## src/rtl/pipe_stage_reg_if.sv

```systemverilog
// ---------------------------------------------------------------------------
// pipe_stage_reg_if
//   Valid/ready streaming bus carried between pipe_stage_reg and its
//   neighbours. One instance models one link of the pipeline.
//
//   Signals
//     Valid : producer has a payload on Data this cycle
//     Ready : consumer can take the payload this cycle
//     Data  : payload, WIDTH bits
//
//   Modports
//     master : producer side (drives Valid/Data, observes Ready)
//     slave  : consumer side (observes Valid/Data, drives Ready)
// ---------------------------------------------------------------------------
interface pipe_stage_reg_if #(
    parameter int unsigned WIDTH = 32
);
    logic             Valid;
    logic             Ready;
    logic [WIDTH-1:0] Data;

    modport master (output Valid, output Data, input Ready);
    modport slave  (input Valid, input Data, output Ready);
endinterface

```

## src/rtl/pipe_stage_reg.sv

```systemverilog
// ---------------------------------------------------------------------------
// pipe_stage_reg
//   Registered valid/ready pipeline stage with one cycle of latency.
//   Out_Data/Out_Valid always come straight from flops; payloads leave in
//   acceptance order.
//
//   Build option
//     PIPE_STAGE_SKID_EN defined   : a second (skid) entry is present.
//                                    In_Ready is a flop equal to
//                                    NOT(skid valid), so no combinational
//                                    path exists from Out_Ready to In_Ready
//                                    and full throughput is sustained.
//     PIPE_STAGE_SKID_EN undefined : single entry only; In_Ready is
//                                    (NOT Out_Valid) OR Out_Ready.
//
//   Parameters
//     WIDTH       : payload width (1..256)
//     RESET_VALUE : Out_Data value after Reset or Flush
//
//   Ports
//     Clk       : clock, rising edge
//     Reset     : synchronous, active-high; wins over Flush
//     Flush     : synchronous; drops all held entries and any same-cycle
//                 input transfer
//     inBus     : upstream link (slave): In_Valid / In_Ready / In_Data
//     outBus    : downstream link (master): Out_Valid / Out_Ready / Out_Data
//     Occupancy : registered count of held entries (0..2)
// ---------------------------------------------------------------------------
module pipe_stage_reg #(
    parameter int unsigned      WIDTH       = 32,
    parameter logic [WIDTH-1:0] RESET_VALUE = '0
) (
    input  logic              Clk,
    input  logic              Reset,
    input  logic              Flush,
    pipe_stage_reg_if.slave   inBus,
    pipe_stage_reg_if.master  outBus,
    output logic [1:0]        Occupancy
);

    // Source selected for the main entry at the next edge.
    typedef enum logic [1:0] {
        SEL_HOLD,
        SEL_IN,
        SEL_SKID
    } mainSel_t;

    logic             mainVld_p0;
    logic [WIDTH-1:0] mainData_p0;
    logic             mainVldNxt;
    mainSel_t         mainSel;
    logic             inXfer;
    logic             outXfer;
    logic             clearAll;

    assign clearAll      = Reset || Flush;
    assign outBus.Valid  = mainVld_p0;
    assign outBus.Data   = mainData_p0;
    assign outXfer       = mainVld_p0 && outBus.Ready;

`ifdef PIPE_STAGE_SKID_EN

    logic             skidVld_p0;
    logic [WIDTH-1:0] skidData_p0;
    logic             inReady_p0;
    logic             skidVldNxt;
    logic             skidLoad;

    assign inBus.Ready = inReady_p0;
    assign inXfer      = inBus.Valid && inReady_p0;

    // While the skid entry is valid In_Ready is low, so an output transfer
    // refilling main from skid never coincides with an input transfer.
    always_comb begin
        mainVldNxt = mainVld_p0;
        skidVldNxt = skidVld_p0;
        mainSel    = SEL_HOLD;
        skidLoad   = 1'b0;
        if (outXfer) begin
            if (skidVld_p0) begin
                mainSel    = SEL_SKID;
                skidVldNxt = 1'b0;
            end else if (inXfer) begin
                mainSel    = SEL_IN;
            end else begin
                mainVldNxt = 1'b0;
            end
        end else if (inXfer) begin
            if (!mainVld_p0) begin
                mainSel    = SEL_IN;
                mainVldNxt = 1'b1;
            end else begin
                skidLoad   = 1'b1;
                skidVldNxt = 1'b1;
            end
        end
    end

    // Control registers
    always_ff @(posedge Clk) begin
        if (clearAll) begin
            mainVld_p0 <= 1'b0;
            skidVld_p0 <= 1'b0;
            inReady_p0 <= 1'b1;
            Occupancy  <= 2'd0;
        end else begin
            mainVld_p0 <= mainVldNxt;
            skidVld_p0 <= skidVldNxt;
            inReady_p0 <= !skidVldNxt;
            Occupancy  <= {1'b0, mainVldNxt} + {1'b0, skidVldNxt};
        end
    end

    // Skid payload: its content is meaningless while skidVld_p0 is low.
    always_ff @(posedge Clk) begin
        if (skidLoad) begin
            skidData_p0 <= inBus.Data;
        end
    end

    // Main payload: Out_Data must show RESET_VALUE after Reset/Flush.
    always_ff @(posedge Clk) begin
        if (clearAll) begin
            mainData_p0 <= RESET_VALUE;
        end else begin
            case (mainSel)
                SEL_IN:   mainData_p0 <= inBus.Data;
                SEL_SKID: mainData_p0 <= skidData_p0;
                default:  mainData_p0 <= mainData_p0;
            endcase
        end
    end

`else

    // Single entry: accept when empty or when the held payload leaves now.
    assign inBus.Ready = !mainVld_p0 || outBus.Ready;
    assign inXfer      = inBus.Valid && inBus.Ready;

    always_comb begin
        mainVldNxt = mainVld_p0;
        mainSel    = SEL_HOLD;
        if (inXfer) begin
            mainSel    = SEL_IN;
            mainVldNxt = 1'b1;
        end else if (outXfer) begin
            mainVldNxt = 1'b0;
        end
    end

    // Control registers
    always_ff @(posedge Clk) begin
        if (clearAll) begin
            mainVld_p0 <= 1'b0;
            Occupancy  <= 2'd0;
        end else begin
            mainVld_p0 <= mainVldNxt;
            Occupancy  <= {1'b0, mainVldNxt};
        end
    end

    // Main payload: Out_Data must show RESET_VALUE after Reset/Flush.
    always_ff @(posedge Clk) begin
        if (clearAll) begin
            mainData_p0 <= RESET_VALUE;
        end else if (mainSel == SEL_IN) begin
            mainData_p0 <= inBus.Data;
        end
    end

`endif

endmodule

```

## src/flat_wrapper.sv

```systemverilog
// flat-port wrapper written by rule: the top's interface ports become plain ports
module pipe_stage_reg_flat 
#(
    parameter int unsigned      WIDTH       = 32,
    parameter logic [WIDTH-1:0] RESET_VALUE = '0
)
  (Clk, Reset, Flush, Occupancy, inBus_Valid, inBus_Data, inBus_Ready, outBus_Valid, outBus_Data, outBus_Ready);
  pipe_stage_reg_if #(.WIDTH(WIDTH)) inBus_i ();
  pipe_stage_reg_if #(.WIDTH(WIDTH)) outBus_i ();
  input  logic Clk;
  input  logic Reset;
  input  logic Flush;
  output logic [1:0] Occupancy;
  input wire logic [$bits(inBus_i.Valid)-1:0] inBus_Valid;
  input wire logic [$bits(inBus_i.Data)-1:0] inBus_Data;
  output wire logic [$bits(inBus_i.Ready)-1:0] inBus_Ready;
  output wire logic [$bits(outBus_i.Valid)-1:0] outBus_Valid;
  output wire logic [$bits(outBus_i.Data)-1:0] outBus_Data;
  input wire logic [$bits(outBus_i.Ready)-1:0] outBus_Ready;
  assign inBus_i.Valid = inBus_Valid;
  assign inBus_i.Data = inBus_Data;
  assign inBus_Ready = inBus_i.Ready;
  assign outBus_Valid = outBus_i.Valid;
  assign outBus_Data = outBus_i.Data;
  assign outBus_i.Ready = outBus_Ready;
  pipe_stage_reg #(.WIDTH(WIDTH), .RESET_VALUE(RESET_VALUE)) u_core (.Clk(Clk), .Reset(Reset), .Flush(Flush), .inBus(inBus_i), .outBus(outBus_i), .Occupancy(Occupancy));
endmodule
```

## config.mk

```make
export PLATFORM = sky130hd
export DESIGN_NAME = pipe_stage_reg_flat
export DESIGN_NICKNAME = d
export VERILOG_FILES = /design/src/rtl/pipe_stage_reg_if.sv /design/src/rtl/pipe_stage_reg.sv /design/src/flat_wrapper.sv
export SDC_FILE = /design/constraint.sdc
export NUM_CORES = 1
export LEC_CHECK = 0
export ABC_CLOCK_PERIOD_IN_PS = 1400
export CORE_MARGIN = 10
export CORE_UTILIZATION = 39
export CTS_CLUSTER_SIZE = 14
export DETAILED_ROUTE_END_ITERATION = 10
export PLACE_DENSITY_LB_ADDON = 0.08
export RECOVER_POWER = 25
export SLEW_MARGIN = 20
export SYNTH_ARGS = -nofsm -noshare
export SYNTH_HDL_FRONTEND = slang
export SYNTH_SLANG_ARGS = --single-unit
```

## constraint.sdc

```tcl
create_clock -name Clk -period 1.4 [get_ports Clk]
set_input_delay 0.14 -clock Clk [delete_from_list [all_inputs] [get_ports Clk]]
set_output_delay 0.14 -clock Clk [all_outputs]
set_load 0.05 [all_outputs]
```

==> results of run 1 <==
[path summary, 6_finish.rpt]
check | startpoint | end | slack [ns]
max | u_core.Occupancy[0]$_SDFFE_PP0P_ | inBus_Ready | 0.07
min | inBus_Data[2] | u_core.outBus.Data[2]$_SDFFE_PP0P_ | 0.37
max reg2reg | u_core.Occupancy[0]$_SDFFE_PP0P_ | u_core.outBus.Data[12]$_SDFFE_PP0P_ | 0.21
min reg2reg | u_core.outBus.Data[2]$_SDFFE_PP0P_ | u_core.outBus.Data[2]$_SDFFE_PP0P_ | 0.46
[cells in the final DEF (no fill, tap or decap), types with 3 or more instances in the layout]
cell type	synthesis	final
dfxtp_1	33	32
o21ai_0	2	10
o21ai_1	7	4
clkdlybuf4s50_1	0	36
o21ai_2	23	18
nand4_1	32	32
buf_4	4	35
nand2_1	32	32
clkbuf_4	0	5
buf_12	0	6
clkbuf_2	0	3
[logic make-up (layout without fill, tap and decap cells)]
group                  count (synthesis)  in the layout
AND/OR/NAND/NOR                       67             67
AO/OA/AOI/OAI                         33             33
flip-flops                            33             33
buffers and inverters                 21             88
other                                  1              1
[report_power, final]
part	switching (W)	internal, W	total [W]
clock network	0.000293	0.000237	0.000530
registers	0.0000189	0.000971	0.000990
logic	0.000251	0.000190	0.000441
[registers in the layout, indices dropped and copies added (netlist names)]
signal	count
u_core.Occupancy	1
u_core.outBus.Data	32
[layout make-up]
cell class	count	area (um^2)
well taps	46	57.6
fillers	301	1260
flip-flops and latches	33	662
multi-input cells	101	591
repair buffers	80	758
clock buffers	7	55.1
inverters	1	3.75
[metal layers]
layer  vias to the layer above  part of all wire
met4                         0             0.014
met3                         8              0.11
met5                         -                 0
li1                        681                 -
met2                        52              0.49
met1                       621              0.39
[through the flow]
stage / setup WS, ns / utilization / hold slack, ns / instance area, um^2
global placement: 0.106 / 0.620 / 0.437 / 2100
CTS: 0.0566 / 0.636 / 0.359 / 2160
floorplan: 0.155 / - / 0.283 / 1400
detailed placement: 0.0856 / 0.620 / 0.450 / 2100
global route: 0.0120 / 0.628 / 0.344 / 2130
finish: 0.0750 / 0.628 / 0.370 / 2130
[worst reg2reg max path: stages, from the launching register on]
cell      delay [ns]
dfxtp_2         0.37
nand2b_4        0.08
and2_0          0.30
buf_12          0.22
o21ai_0         0.11
==> results.sh, run 1 <==
export IMPL_max_stage_delay_ns=0.42
export IMPL_path_cells="nand2b_4, buf_4, buf_12"
export IMPL_rsz0062_at_grt="no"
export IMPL_yosys_cell_count_top_type="dfxtp_1"
export IMPL_peakVddDrop_mv=0.559
export IMPL_first_pass_iters=4
export IMPL_yosys_warnings=0
export IMPL_drive_gt1_frac=0.320
export IMPL_crit_type="reg2out"
export IMPL_gr_usage_met2=0.210
export IMPL_grtUsageTotal=0.129
export IMPL_post_route_drc_count=0
export IMPL_dominantRegCellSynth="dfxtp_1"
export IMPL_finalSetupViolCount=0
export IMPL_diodes=0
export IMPL_clockBufferDepth=2
export IMPL_cp_required_ns=1.26
export IMPL_drtIter0Drc=64
export IMPL_rr_worst_depth=4
export IMPL_clk_pin_slew_worst_paths_ns=0.09
export IMPL_dp_cells=261
export IMPL_ant_nets=0
export IMPL_status="complete, no violations"
export IMPL_synth_top_family_by_area="simple AND/OR/NAND/NOR gates"
export IMPL_dp_hpwl_um=3130
export IMPL_cts_tree="built"
export IMPL_fmax_mhz=755
export IMPL_worstSkewPairLatency_ns=0.32
export IMPL_drv_cap=0
export IMPL_post_cts_buffers=0
export IMPL_syn_to_final_growth_pct=52.1
export IMPL_crit_slowest_cell="dfxtp_2"
export IMPL_path_max_fanout=17
export IMPL_ctsHtreeMaxLevel=2
export IMPL_hold_viol=0
export IMPL_synth_edff_count=0
export IMPL_vias=1362
export IMPL_viasPerCell=5.08
export IMPL_power_leakage_nw=0.833
export IMPL_cts_repair_resized=0
export IMPL_ios=73
export IMPL_cts_buffers=5
export IMPL_slew_violations=0
export IMPL_hold_class="in2reg"
export IMPL_fin_skew_ns=0.00340
export IMPL_crit_family="flip-flops"
export IMPL_critPathBufInv=2
export IMPL_overflow=0
export IMPL_syn_area_um2=1400
export IMPL_cp_end_kind="primary output"
export IMPL_ys_async_sr_fraction=0
export IMPL_syn_mean_instance_area_um2=9.02
export IMPL_cp_arrival_ns=1.19
export IMPL_tns_ns=0
export IMPL_synth_nets=192
export IMPL_synth_xor_area_share=0
export IMPL_synth_top_area_share=0.472
export IMPL_start_kind="flop"
export IMPL_die_w_um=79.9
export IMPL_p_total_w=0.00196
export IMPL_hold_buffers=0
export IMPL_synth_cell_types=16
export IMPL_wirelength_um=4060
export IMPL_fin_cells=268
export IMPL_ys_seq_area_frac=0.472
export IMPL_hold_depth=3
export IMPL_die_area_um2=6380
export IMPL_cts_sinks=33
export IMPL_coreArea_um2=3390
export IMPL_post_drt_wl_per_cell_um=15.1
export IMPL_die_h_um=79.9
export IMPL_worst_path_stages=3
export IMPL_yosys_area_share_simple=0.248
export IMPL_grt_pass1_wl_um=6640
export IMPL_grt_antenna_before_repair=0
export IMPL_cellPowerDensity_nw_per_um2=921
export IMPL_cts_root_buf="clkbuf_4"
export IMPL_finalNetCount=259
export IMPL_min_period_ns=1.33
export IMPL_period_share=0.946
export IMPL_grt_pass1_vias=1371
export IMPL_port_buffer_count=71
export IMPL_synth_compound_area_frac=0.182
export IMPL_start_util=0.413
export IMPL_rows=21
export IMPL_busiest_layer="met2"
export IMPL_synthAdderAreaFrac=0
export IMPL_gr_usage_met1=0.138
export IMPL_grt_max_degree=36
export IMPL_synth_seq_cells=33
export IMPL_met3_usage=0.0777
export IMPL_synthMuxAreaShare=0
export IMPL_synth_commonest_cells="dfxtp_1 (33), nand2_1 (32), nand4_1 (32)"
export IMPL_gp_congestion=0.706
export IMPL_netlist_top_cell_by_area="dfxtp_1"
export IMPL_postSynthCellCount=155
export IMPL_synth_area_leaders="dfxtp_1 (47%), o21ai_2 (14%), nand4_1 (14%)"
(Power assumes the default switching activity.)
==> run 2: changes to the inputs <==
--- a/config.mk
+++ b/config.mk
@@ -6,6 +6,7 @@
 export NUM_CORES = 1
 export LEC_CHECK = 0
 export ABC_CLOCK_PERIOD_IN_PS = 1400
+export CORE_ASPECT_RATIO = 0.5
 export CORE_MARGIN = 10
 export CORE_UTILIZATION = 39
 export CTS_CLUSTER_SIZE = 14
==> results.sh, run 2 (synthesis gave the netlist of run 1 again) <==
export IMPL_seqCellArea_um2=662
export IMPL_rows=15
export IMPL_busiest_layer="met2"
export IMPL_hold_buffers=0
export IMPL_worstSkewPairLatency_ns=0.28
export IMPL_cts_buffers=5
export IMPL_clockBufferDepth=2
export IMPL_path_max_fanout=18
export IMPL_r2r_start="u_core.Occupancy[0]$_SDFFE_PP0P_"
export IMPL_syn_to_final_growth_pct=52.1
export IMPL_post_cts_buffers=0
export IMPL_finalNetCount=257
export IMPL_die_area_um2=6530
export IMPL_cts_tree="built"
export IMPL_port_buffer_count=71
export IMPL_largest_reg_flops=32
export IMPL_hp_start="inBus_Data[1]"
export IMPL_cp_end_kind="primary output"
export IMPL_cellPowerDensity_nw_per_um2=990
export IMPL_vias=1342
export IMPL_peakVddDrop_mv=0.528
export IMPL_die_h_um=62.4
export IMPL_post_drt_wl_per_cell_um=14.8
export IMPL_drv_cap=0
export IMPL_hold_viol=0
export IMPL_overflow=0
export IMPL_mostFrequentLayoutCells="clkdlybuf4s50_1 (36), nand2_1 (32), nand4_1 (32), dfxtp_1 (32), o21ai_2 (23)"
export IMPL_final_common_cell="clkdlybuf4s50_1"
export IMPL_grt_antenna_before_repair=0
export IMPL_drtIter0Drc=61
export IMPL_fin_skew_ns=0.00308
export IMPL_cp_required_ns=1.26
export IMPL_start_kind="flop"
export IMPL_min_period_ns=1.27
export IMPL_die_w_um=105
export IMPL_placed_area_um2=2090
export IMPL_post_route_drc_count=0
export IMPL_drive_gt1_frac=0.326
export IMPL_cts_root_buf="clkbuf_8"
export IMPL_grtUsageTotal=0.121
export IMPL_gr_usage_met1=0.146
export IMPL_cp_arrival_ns=1.13
export IMPL_clk_pin_slew_worst_paths_ns=0.07
export IMPL_rsz0062_at_grt="no"
export IMPL_gr_usage_met2=0.181
export IMPL_ctsHtreeMaxLevel=2
export IMPL_finalSetupViolCount=0
export IMPL_tightest_slew_ns=0.606
export IMPL_ant_nets=0
export IMPL_grt_pass1_wl_um=6580
export IMPL_cts_repair_resized=0
export IMPL_first_pass_iters=4
export IMPL_ios=73
export IMPL_grt_max_degree=66
export IMPL_hold_class="in2reg"
export IMPL_n_fill_cell=332
export IMPL_maxSlewHeadroom=0.598
export IMPL_cts_sinks=33
export IMPL_viasPerCell=4.93
export IMPL_dp_hpwl_um=2890
export IMPL_fmax_mhz=785
export IMPL_status="complete, no violations"
export IMPL_design_area_um2=2130
export IMPL_gp_congestion=0.698
export IMPL_wirelength_um=4020
export IMPL_multiInputGateArea_um2=612
export IMPL_grt_pass1_vias=1302
export IMPL_period_share=0.910
export IMPL_slew_violations=0
export IMPL_crit_start="u_core.Occupancy[0]$_SDFFE_PP0P_"
export IMPL_met3_usage=0.0638
export IMPL_power_leakage_nw=0.824
export IMPL_diodes=0
export IMPL_start_util=0.407
export IMPL_tns_ns=0
export IMPL_coreArea_um2=3430
export IMPL_crit_type="reg2out"
## run 2: cell count changes in the layout (fill, tap and decap cells not counted), sizes merged
cell,previous run,this run
buf,41,25
clkbuf,10,23
clkinv,0,2
## run 2: path summary, 6_finish.rpt
kind                                               to  slack (ns)  cells past startpoint
setup / recovery                          inBus_Ready        0.13                      3
hold / removal     u_core.outBus.Data[1]$_SDFFE_PP0P_        0.42                      3
setup reg to reg  u_core.outBus.Data[31]$_SDFFE_PP0P_        0.34                      4
hold reg to reg    u_core.outBus.Data[2]$_SDFFE_PP0P_        0.45                      2
## run 2: area by class of cell
type                       count  area share
multi-input combinational    101       0.288
timing repair buffer          78       0.331
tap                           51      0.0300
inverter                       1     0.00176
clock buffer                   6      0.0341
clock inverter                 2     0.00471
sequential                    33       0.311
## run 2: metal layers
layer	vias to the layer above	wire, um
li1	679	-
met1	618	1850
met2	43	1820
met3	2	334
met4	0	13
met5	-	0
## run 2: power by group
group / internal [W] / switching [W]
Combinational: 0.000181 / 0.000253
Clock: 0.000344 / 0.000338
Sequential: 0.000971 / 0.0000184
Total: 0.00150 / 0.000609
## run 2: worst max-delay path, stage by stage (launching register included)
cell	delay [ns]
dfxtp_2	0.41
nand2b_4	0.07
buf_4	0.20
buf_12	0.17
## run 2: stage by stage
step,instances,power [W],setup WS (ns),hold slack [ns],utilization
4_1_cts,272,0.00215,0.111,0.409,0.633
6_report,272,0.00211,0.127,0.419,0.619
5_1_grt,272,0.00220,0.0847,0.420,0.619
2_1_floorplan,155,0.00126,0.155,0.283,-
3_5_place_dp,264,0.00146,0.0687,0.440,0.609
3_3_place_gp,264,0.00146,0.106,0.437,0.609
